<file path="src/rtl/regfile_sequencer.sv">
// -----------------------------------------------------------------------------
// regfile_sequencer
//
// Multi-cycle controller for the 16x16 register file. It accepts an
// instruction word over a valid/ready handshake and turns it into register
// file read and write cycles. For ALU opcodes it also runs an external ALU
// through a start/done handshake and writes the result back.
//
// Instruction word: {opcode[15:12], dst[11:8], srcA[7:4], srcB[3:0]}.
// LDI uses [7:0] as an 8-bit immediate.
//   0x0 NOP, 0x1-0xB ALU op, 0xC MOV, 0xD LDI, 0xE RDONLY, 0xF illegal
//
// Ports
//   clk, rst            clock, synchronous active-high reset
//   instr_valid/instr   instruction source (instr_ready back to the source)
//   rf_a, rf_b          register file read data (valid the cycle after a read)
//   rf_en, rf_rw        register file enable and read/write select
//   rf_aa, rf_ba, rf_da register file read A / read B / write addresses
//   rf_d                register file write data
//   op_a, op_b, alu_op  latched operands and opcode presented to the ALU
//   alu_start           one-cycle ALU start pulse
//   alu_done/alu_result ALU completion and result
//   busy                high whenever the sequencer is not idle
//   done, err           one-cycle completion pulse, err flags illegal/timeout
// -----------------------------------------------------------------------------
module regfile_sequencer #(
   parameter int unsigned ALU_TIMEOUT = 15,
   parameter int unsigned DATA_W      = 16
) (
   input  logic              clk,
   input  logic              rst,
   input  logic              instr_valid,
   input  logic [15:0]       instr,
   output logic              instr_ready,
   input  logic [DATA_W-1:0] rf_a,
   input  logic [DATA_W-1:0] rf_b,
   output logic              rf_en,
   output logic              rf_rw,
   output logic [3:0]        rf_aa,
   output logic [3:0]        rf_ba,
   output logic [3:0]        rf_da,
   output logic [DATA_W-1:0] rf_d,
   output logic [DATA_W-1:0] op_a,
   output logic [DATA_W-1:0] op_b,
   output logic [3:0]        alu_op,
   output logic              alu_start,
   input  logic              alu_done,
   input  logic [DATA_W-1:0] alu_result,
   output logic              busy,
   output logic              done,
   output logic              err
);

   typedef enum logic [2:0] {
      ST_IDLE     = 3'd0,
      ST_READ     = 3'd1,
      ST_RDWAIT   = 3'd2,
      ST_EXEC     = 3'd3,
      ST_WAIT_ALU = 3'd4,
      ST_WRITE    = 3'd5,
      ST_DONE     = 3'd6
   } state_t;

   localparam logic [3:0] OPC_NOP = 4'h0;
   localparam logic [3:0] OPC_MOV = 4'hC;
   localparam logic [3:0] OPC_LDI = 4'hD;
   localparam logic [3:0] OPC_ILL = 4'hF;
   localparam logic [7:0] TIMEOUT_C = 8'(ALU_TIMEOUT);

   state_t     state_r;
   logic [3:0] opc_r;
   logic [3:0] dst_r;
   logic [7:0] cnt_r;
   logic       en_r;
   logic       rw_r;

   function automatic logic is_alu_op(input logic [3:0] opc);
      return (opc != 4'h0) && (opc <= 4'hB);
   endfunction

   // The register file must see EN (read only) while the system is in reset
   // so it clears alongside the sequencer; the handshake is closed during reset.
   assign rf_en       = rst | en_r;
   assign rf_rw       = rw_r & ~rst;
   assign instr_ready = (state_r == ST_IDLE) & ~rst;

   // Sequencer FSM with all datapath and handshake outputs registered.
   always_ff @(posedge clk) begin
      if (rst) begin
         state_r   <= ST_IDLE;
         opc_r     <= 4'h0;
         dst_r     <= 4'h0;
         cnt_r     <= 8'd0;
         en_r      <= 1'b0;
         rw_r      <= 1'b0;
         rf_aa     <= 4'h0;
         rf_ba     <= 4'h0;
         rf_da     <= 4'h0;
         rf_d      <= '0;
         op_a      <= '0;
         op_b      <= '0;
         alu_op    <= 4'h0;
         alu_start <= 1'b0;
         busy      <= 1'b0;
         done      <= 1'b0;
         err       <= 1'b0;
      end else begin
         // Pulsed outputs fall back to zero unless the branch below sets them.
         en_r      <= 1'b0;
         rw_r      <= 1'b0;
         alu_start <= 1'b0;
         done      <= 1'b0;
         err       <= 1'b0;
         case (state_r)
            ST_IDLE: begin
               if (instr_valid) begin
                  opc_r <= instr[15:12];
                  dst_r <= instr[11:8];
                  busy  <= 1'b1;
                  case (instr[15:12])
                     OPC_NOP: begin
                        state_r <= ST_DONE;
                        done    <= 1'b1;
                     end
                     OPC_ILL: begin
                        state_r <= ST_DONE;
                        done    <= 1'b1;
                        err     <= 1'b1;
                     end
                     OPC_LDI: begin
                        // No read needed: the immediate goes straight to the write.
                        state_r <= ST_WRITE;
                        en_r    <= 1'b1;
                        rw_r    <= 1'b1;
                        rf_da   <= instr[11:8];
                        rf_d    <= {{(DATA_W-8){1'b0}}, instr[7:0]};
                     end
                     default: begin
                        state_r <= ST_READ;
                        en_r    <= 1'b1;
                        rf_aa   <= instr[7:4];
                        rf_ba   <= instr[3:0];
                     end
                  endcase
               end else begin
                  busy <= 1'b0;
               end
            end
            ST_READ: begin
               state_r <= ST_RDWAIT;
            end
            ST_RDWAIT: begin
               // Operands are captured here, before any write, so dst may alias a source.
               op_a <= rf_a;
               op_b <= rf_b;
               if (is_alu_op(opc_r)) begin
                  state_r   <= ST_EXEC;
                  alu_start <= 1'b1;
                  alu_op    <= opc_r;
               end else if (opc_r == OPC_MOV) begin
                  state_r <= ST_WRITE;
                  en_r    <= 1'b1;
                  rw_r    <= 1'b1;
                  rf_da   <= dst_r;
                  rf_d    <= rf_a;
               end else begin
                  state_r <= ST_DONE;
                  done    <= 1'b1;
               end
            end
            ST_EXEC: begin
               state_r <= ST_WAIT_ALU;
               cnt_r   <= 8'd0;
            end
            ST_WAIT_ALU: begin
               if (alu_done) begin
                  state_r <= ST_WRITE;
                  en_r    <= 1'b1;
                  rw_r    <= 1'b1;
                  rf_da   <= dst_r;
                  rf_d    <= alu_result;
               end else if ((cnt_r + 8'd1) == TIMEOUT_C) begin
                  // Abort after ALU_TIMEOUT silent cycles; nothing is written.
                  state_r <= ST_DONE;
                  done    <= 1'b1;
                  err     <= 1'b1;
               end else begin
                  cnt_r <= cnt_r + 8'd1;
               end
            end
            ST_WRITE: begin
               state_r <= ST_DONE;
               done    <= 1'b1;
            end
            ST_DONE: begin
               state_r <= ST_IDLE;
               busy    <= 1'b0;
            end
            default: begin
               state_r <= ST_IDLE;
               busy    <= 1'b0;
            end
         endcase
      end
   end

endmodule

</file>
<file path="config.mk">
export PLATFORM = sky130hd
export DESIGN_NAME = regfile_sequencer
export DESIGN_NICKNAME = d
export VERILOG_FILES = /design/src/rtl/regfile_sequencer.sv
export SDC_FILE = /design/constraint.sdc
export NUM_CORES = 1
export LEC_CHECK = 0
export ABC_AREA = 1
export CORE_UTILIZATION = 40
export DETAILED_ROUTE_END_ITERATION = 10
export PLACE_DENSITY_LB_ADDON = 0.25
export SLEW_MARGIN = 20
export SYNTH_ARGS = -nofsm -noshare
export SYNTH_HDL_FRONTEND = slang
export SYNTH_SLANG_ARGS = --single-unit
</file>
<file path="constraint.sdc">
create_clock -name clk -period 1.6 [get_ports clk]
set_input_delay 0.24 -clock clk [delete_from_list [all_inputs] [get_ports clk]]
set_output_delay 0.24 -clock clk [all_outputs]
set_load 0.03 [all_outputs]
</file>
# Yosys cells after proc, flatten, opt, wreduce, memory -nomap -nowiden
# Index checks and enable logic that the tools add are counted.
classes:
  addsub: 1
  n_lt_le_gt_ge: 1
  eq_ne: 17
  mux: 44
  bitwise: 6
  reduce_logical: 16
ops:
  columns: ["operator", "count"]
  rows:
  - ["16-bit two-way mux", 5]
  - ["16-bit case mux with 3 select lines", 1]
  - ["4-bit two-way mux", 5]
  - ["3-bit case mux with 6 select lines", 1]
  - ["1-bit two-way mux", 17]
  - ["8-bit two-way mux", 2]
  - ["8-bit case mux with 2 select lines", 1]
  - ["4-bit == test (second input constant)", 3]
  - ["3-bit two-way mux", 4]
  - ["2-bit != test (second input constant)", 6]
  - ["4-bit case mux with 3 select lines", 1]
  - ["8-bit by 1-bit adder with 8-bit output (second input constant)", 1]
  - ["8-bit by 4-bit == test with 1-bit output (second input constant)", 1]
  - ["3-bit by 2-bit == test with 1-bit output (second input constant)", 2]
  - ["3-bit == test (second input constant)", 2]
  - ["1-bit case mux with 3 select lines", 2]
  - ["3-bit case mux with 2 select lines", 1]
  - ["2-bit AND reduction", 3]
  - ["3-bit AND reduction", 2]
  - ["6-bit AND reduction", 1]
  - ["5-bit OR reduction", 1]
  - ["4-bit <= comparator (second input constant)", 1]
  - ["4-bit logical NOT", 1]
  - ["1-bit case mux with 2 select lines", 2]
  - ["other kinds (15)", 19]
word_totals:
  ff_bits: 89
  input_bits: 68

# Depth between registers and ports, before layout
depth:
  word_depth: 5
  ltp_mapped: 11

# Worst setup path before layout
# OpenSTA, ideal clock, no wires.
synth_path:
  kind: "reg2reg"
  start: "reg cnt_r[1]"
  end: "reg cnt_r[0]"
  arrival_time_ps: 1390
  required_time_ps: 1488
  setup_slack_ps: 98
  path_stages_with_launch: 11
  synth_period_minus_slack_ps: 1502
  path_cell_list: "dfxtp_1 -> ha_1 -> nand3_1 -> nand2_1 -> nand3_1 -> nor2_1 -> nand3_2 -> nand2_1 -> nand2_1 -> nand2_1 -> nor2_1"
synth_via:
  elab_chain_cells: 4
synth_lines:
  columns: ["item", "line", "rtl"]
  rows:
  - ["start, declared", "73", "logic [7:0] cnt_r;"]
  - ["start signal, assigned", "188", "cnt_r <= cnt_r + 8'd1;"]
  - ["8-bit by 1-bit adder with 8-bit output", "182", "end else if ((cnt_r + 8'd1) == TIMEOUT_C) begin"]
  - ["8-bit by 4-bit == test with 1-bit output", "182", null]
  - ["2-bit != test (no source line)", null, null]
  - ["3-bit AND reduction (no source line)", null, null]
# Every way passes these cells.
# A chain may end at the register's enable or synchronous reset.

# Worst setup path after layout
layout_path:
  start: "reg cnt_r[1]"
  end: "reg cnt_r[7]"
layout_via:
  elab_chain_cells: 4
  word_cells_on_any_way: 7
  classes_between: "1 x add/sub; 2 x eq/ne; 3 x mux; 1 x reduce/logical"
layout_lines:
  columns: ["item", "line"]
  rows:
  - ["8-bit by 1-bit adder with 8-bit output (*)", "182, 188"]
  - ["8-bit by 4-bit == test with 1-bit output / 8-bit two-way mux (equally long branches)", "182"]
  - ["2-bit != test (no source line) / 8-bit two-way mux (equally long branches)", null]
  - ["3-bit AND reduction (no source line) / 8-bit case mux with 2 select lines (equally long branches)", null]
# Every way passes the cells marked *; elsewhere a longest branch is shown, timed or not. The select of a mux whose other input is x is not followed.

==> impl_metrics.env <==
export IMPL_synth_top_cell_by_area="dfxtp_1"
export IMPL_antenna_left=0
export IMPL_fmaxAchievable_mhz=602
export IMPL_syn_nets=570
export IMPL_skew_ns=0.0128
export IMPL_ys_seq_area_share_pct=47.8
export IMPL_post_synth_top_count_cell="nand2_1"
export IMPL_period_needed_ns=1.66
export IMPL_crit_buf_inv=1
export IMPL_grt_first_pass_wirelength_um=17300
export IMPL_die_x_um=98.5
export IMPL_synth_area_leaders="dfxtp_1, nand2_1, a21oi_1"
export IMPL_synth_cell_types=32
export IMPL_syn_cell_area_um2=3730
export IMPL_grt_pass1_vias=3609
export IMPL_design_area_um2=5640
export IMPL_hold_ws_ns=0.326
export IMPL_slew_viol_final=0
export IMPL_worst_r2r_setup_slack_ns=-0.06
export IMPL_synth_mux_area_share_pct=1.21
export IMPL_synth_fa_ha_area_share_pct=0.671
export IMPL_vias_per_cell=5.05
export IMPL_hold_viol=0
export IMPL_ys_warn_count=0
export IMPL_clk_latency_ns=0.35
export IMPL_ir_drop_mv=0.666
export IMPL_dpl_cell_area_um2=5380
export IMPL_initial_utilization_pct=41.9
export IMPL_synth_compound_area_share_pct=17.6
export IMPL_required_ns=1.88
export IMPL_drive_above_1_share_pct=14.2
export IMPL_violations="DRC, setup timing"
export IMPL_status="complete, but fails checks"
export IMPL_ys_ff_latch=89
export IMPL_power_total_mw=8.18
export IMPL_syn_area_per_cell_um2=7.46
export IMPL_grt_max_degree=36
export IMPL_tightest_slew_ns=0.335
export IMPL_num_rows=34
export IMPL_crit_path_end_kind="flop"
export IMPL_die_h_um=98.5
export IMPL_core_um2=8890
export IMPL_path_cells="buf_4, nand3_1, o21ai_2, nand2_2, nor2_4, nand4_1, nand2_4, nand2_1, a21oi_1"
export IMPL_synthFlopType="dfxtp_1"
export IMPL_antenna_cells=0
export IMPL_postLayoutSetupSlackWorst_ns=-0.0598
export IMPL_numCtsBuffers=9
export IMPL_clock_sinks=89
export IMPL_crit_family="simple AND/OR/NAND/NOR gates"
export IMPL_leakage_nw=2.57
export IMPL_die_area_um2=9710
export IMPL_cts_hold_buf=0
export IMPL_grt_total_usage_pct=22.3
export IMPL_io_pins=139
export IMPL_wl_per_cell_um=14.2
export IMPL_synth_async_reset_ratio_pct=0
export IMPL_worstPathMaxFanout=8
export IMPL_n_fill_cell=820
export IMPL_num_nets_final=729
export IMPL_wl_um=11000
export IMPL_cts_tree="done"
export IMPL_synth_top_cell_area_share_pct=47.8
export IMPL_drc=11
export IMPL_slowest_delay_ns=0.36
export IMPL_synth_edf_count=0
export IMPL_synth_simple_gate_area_share_pct=25.8
export IMPL_drt_iter0_markers=172
export IMPL_holdCritPathClass="input port to flop"
export IMPL_arrival_ns=1.94
export IMPL_maxCapViolCount=0
export IMPL_relSlewSlack_pct=77.6
export IMPL_critPathLaunchType="flop"
export IMPL_ys_top_cells_by_count="nand2_1, dfxtp_1, a21oi_1, nor2_1, o21ai_0"
export IMPL_fin_crit_sh_pct=104
export IMPL_synthXorXnorAreaFrac_pct=0
export IMPL_dp_hpwl_um=8090
export IMPL_area_growth_synth_to_final_pct=51.3
export IMPL_rsz0062_at_grt="true"
export IMPL_finalSetupViolations=7
export IMPL_root_buffer="clkbuf_8"
export IMPL_antenna_found_initial=0
export IMPL_power_density_nw_per_um2=1450
export IMPL_vias=3899
export IMPL_htree_levels=3
export IMPL_cts_buffer_depth=2
export IMPL_syn_inst=500
export IMPL_cp_slowest_cell="dfxtp_2"
export IMPL_dr_pass1_iters=8
export IMPL_path_clk_slew_ns=0.09
export IMPL_overflow=0
export IMPL_io_buffers=138
export IMPL_gp_congestion=0.870
export IMPL_synth_top_family_by_area="simple AND/OR/NAND/NOR gates"
export IMPL_crit_type="flop to flop"
-- metal layers --
metal,vias up,global-route usage [%],wire length (µm)
li1,1954,-,-
met1,1789,28.2,4810
met2,131,38.5,5300
met3,25,3.40,632
met4,0,8.27,244
met5,-,0,0
-- through the flow --
step / setup TNS [ns] / worst slack (ns) / util, % / std cells
finish: -0.297 / -0.0598 / 63.4 / 772
CTS: -0.0113 / -0.0113 / 62.5 / 771
global placement: -2.30 / -0.119 / 60.5 / 752
detailed placement: -3.81 / -0.194 / 60.5 / 752
global route: -1.34 / -0.152 / 63.4 / 772
floorplan: 0 / 0.0980 / - / 500
-- placed cells by master (no fill, tap or decap), drive strengths merged --
cell           count
nand3             16
o211ai             3
dlymetal6s2s       3
clkdlybuf4s50     66
nand3b             1
a21oi             69
o21bai             1
mux2               4
or2                2
nand2            128
dlygate4sd2       66
nand4              8
inv               34
nor3               6
a31o               1
clkinv             1
buf               37
dfxtp             89
ha                 2
clkinvlp           2
a211oi             2
bufinv             2
o21ai             48
nor2              63
clkbuf            10
-- worst paths after layout --
kind / from / to / cells after the start
setup / recovery: cnt_r[1]$_SDFFE_PP0P_ / cnt_r[7]$_SDFFE_PP0P_ / 9
setup reg to reg: cnt_r[1]$_SDFFE_PP0P_ / cnt_r[7]$_SDFFE_PP0P_ / 9
hold reg to reg: op_b[9]$_SDFFE_PP0P_ / op_b[9]$_SDFFE_PP0P_ / 2
hold / removal: instr[15] / opc_r[3]$_SDFFE_PP0P_ / 3
-- where the power goes --
part           switching, mW  leakage, nW  total, mW  internal (mW)
registers              0.257        0.728       2.94           2.69
clock network          0.795        0.109       1.72          0.925
logic                   2.22         1.74       3.51           1.30
total                   3.27         2.57       8.18           4.91
-- state kept, by name (all words and copies together) (netlist names) --
register	count
rf_aa	4
rf_ba	4
dst_r	4
opc_r	4
busy	1
alu_op	4
done	1
en_r	1
rf_da	4
alu_start	1
cnt_r	8
rw_r	1
op_a	16
state_r	3
op_b	16
rf_d	16
err	1
-- worst reg2reg max path, delay by kind of cell, from the launching register on --
kind                   cells  cell delay (ns)
flip-flops                 1             0.36
AO/OA/AOI/OAI              2             0.31
buffers and inverters      1             0.13
AND/OR/NAND/NOR            6             0.78
-- final cells by class --
type                    instances  area, µm²  area share, %
clock inverters                 6       88.8           1.57
well taps                     108        135           2.40
clock buffers                  10        138           2.44
multi-input cells             354       1750           31.0
repair buffers                172       1610           28.6
flip-flops and latches         89       1790           31.8
inverters                      33        124           2.20
-- cell families (layout without fill, tap and decap cells) --
logic type	Yosys count	in the layout
compound gates	124	124
fa+ha+maj	2	2
buf+inv	57	221
flops	89	89
mux	4	4
simple gates	224	224
-- repair_timing --
action | CTS | global route
resized for setup | 73 | 20
pin swaps | 6 | 8
setup endpoints to repair | 77 | 37
setup buffers | 3 | 1
Note: power is estimated with default switching activity, not from simulation.
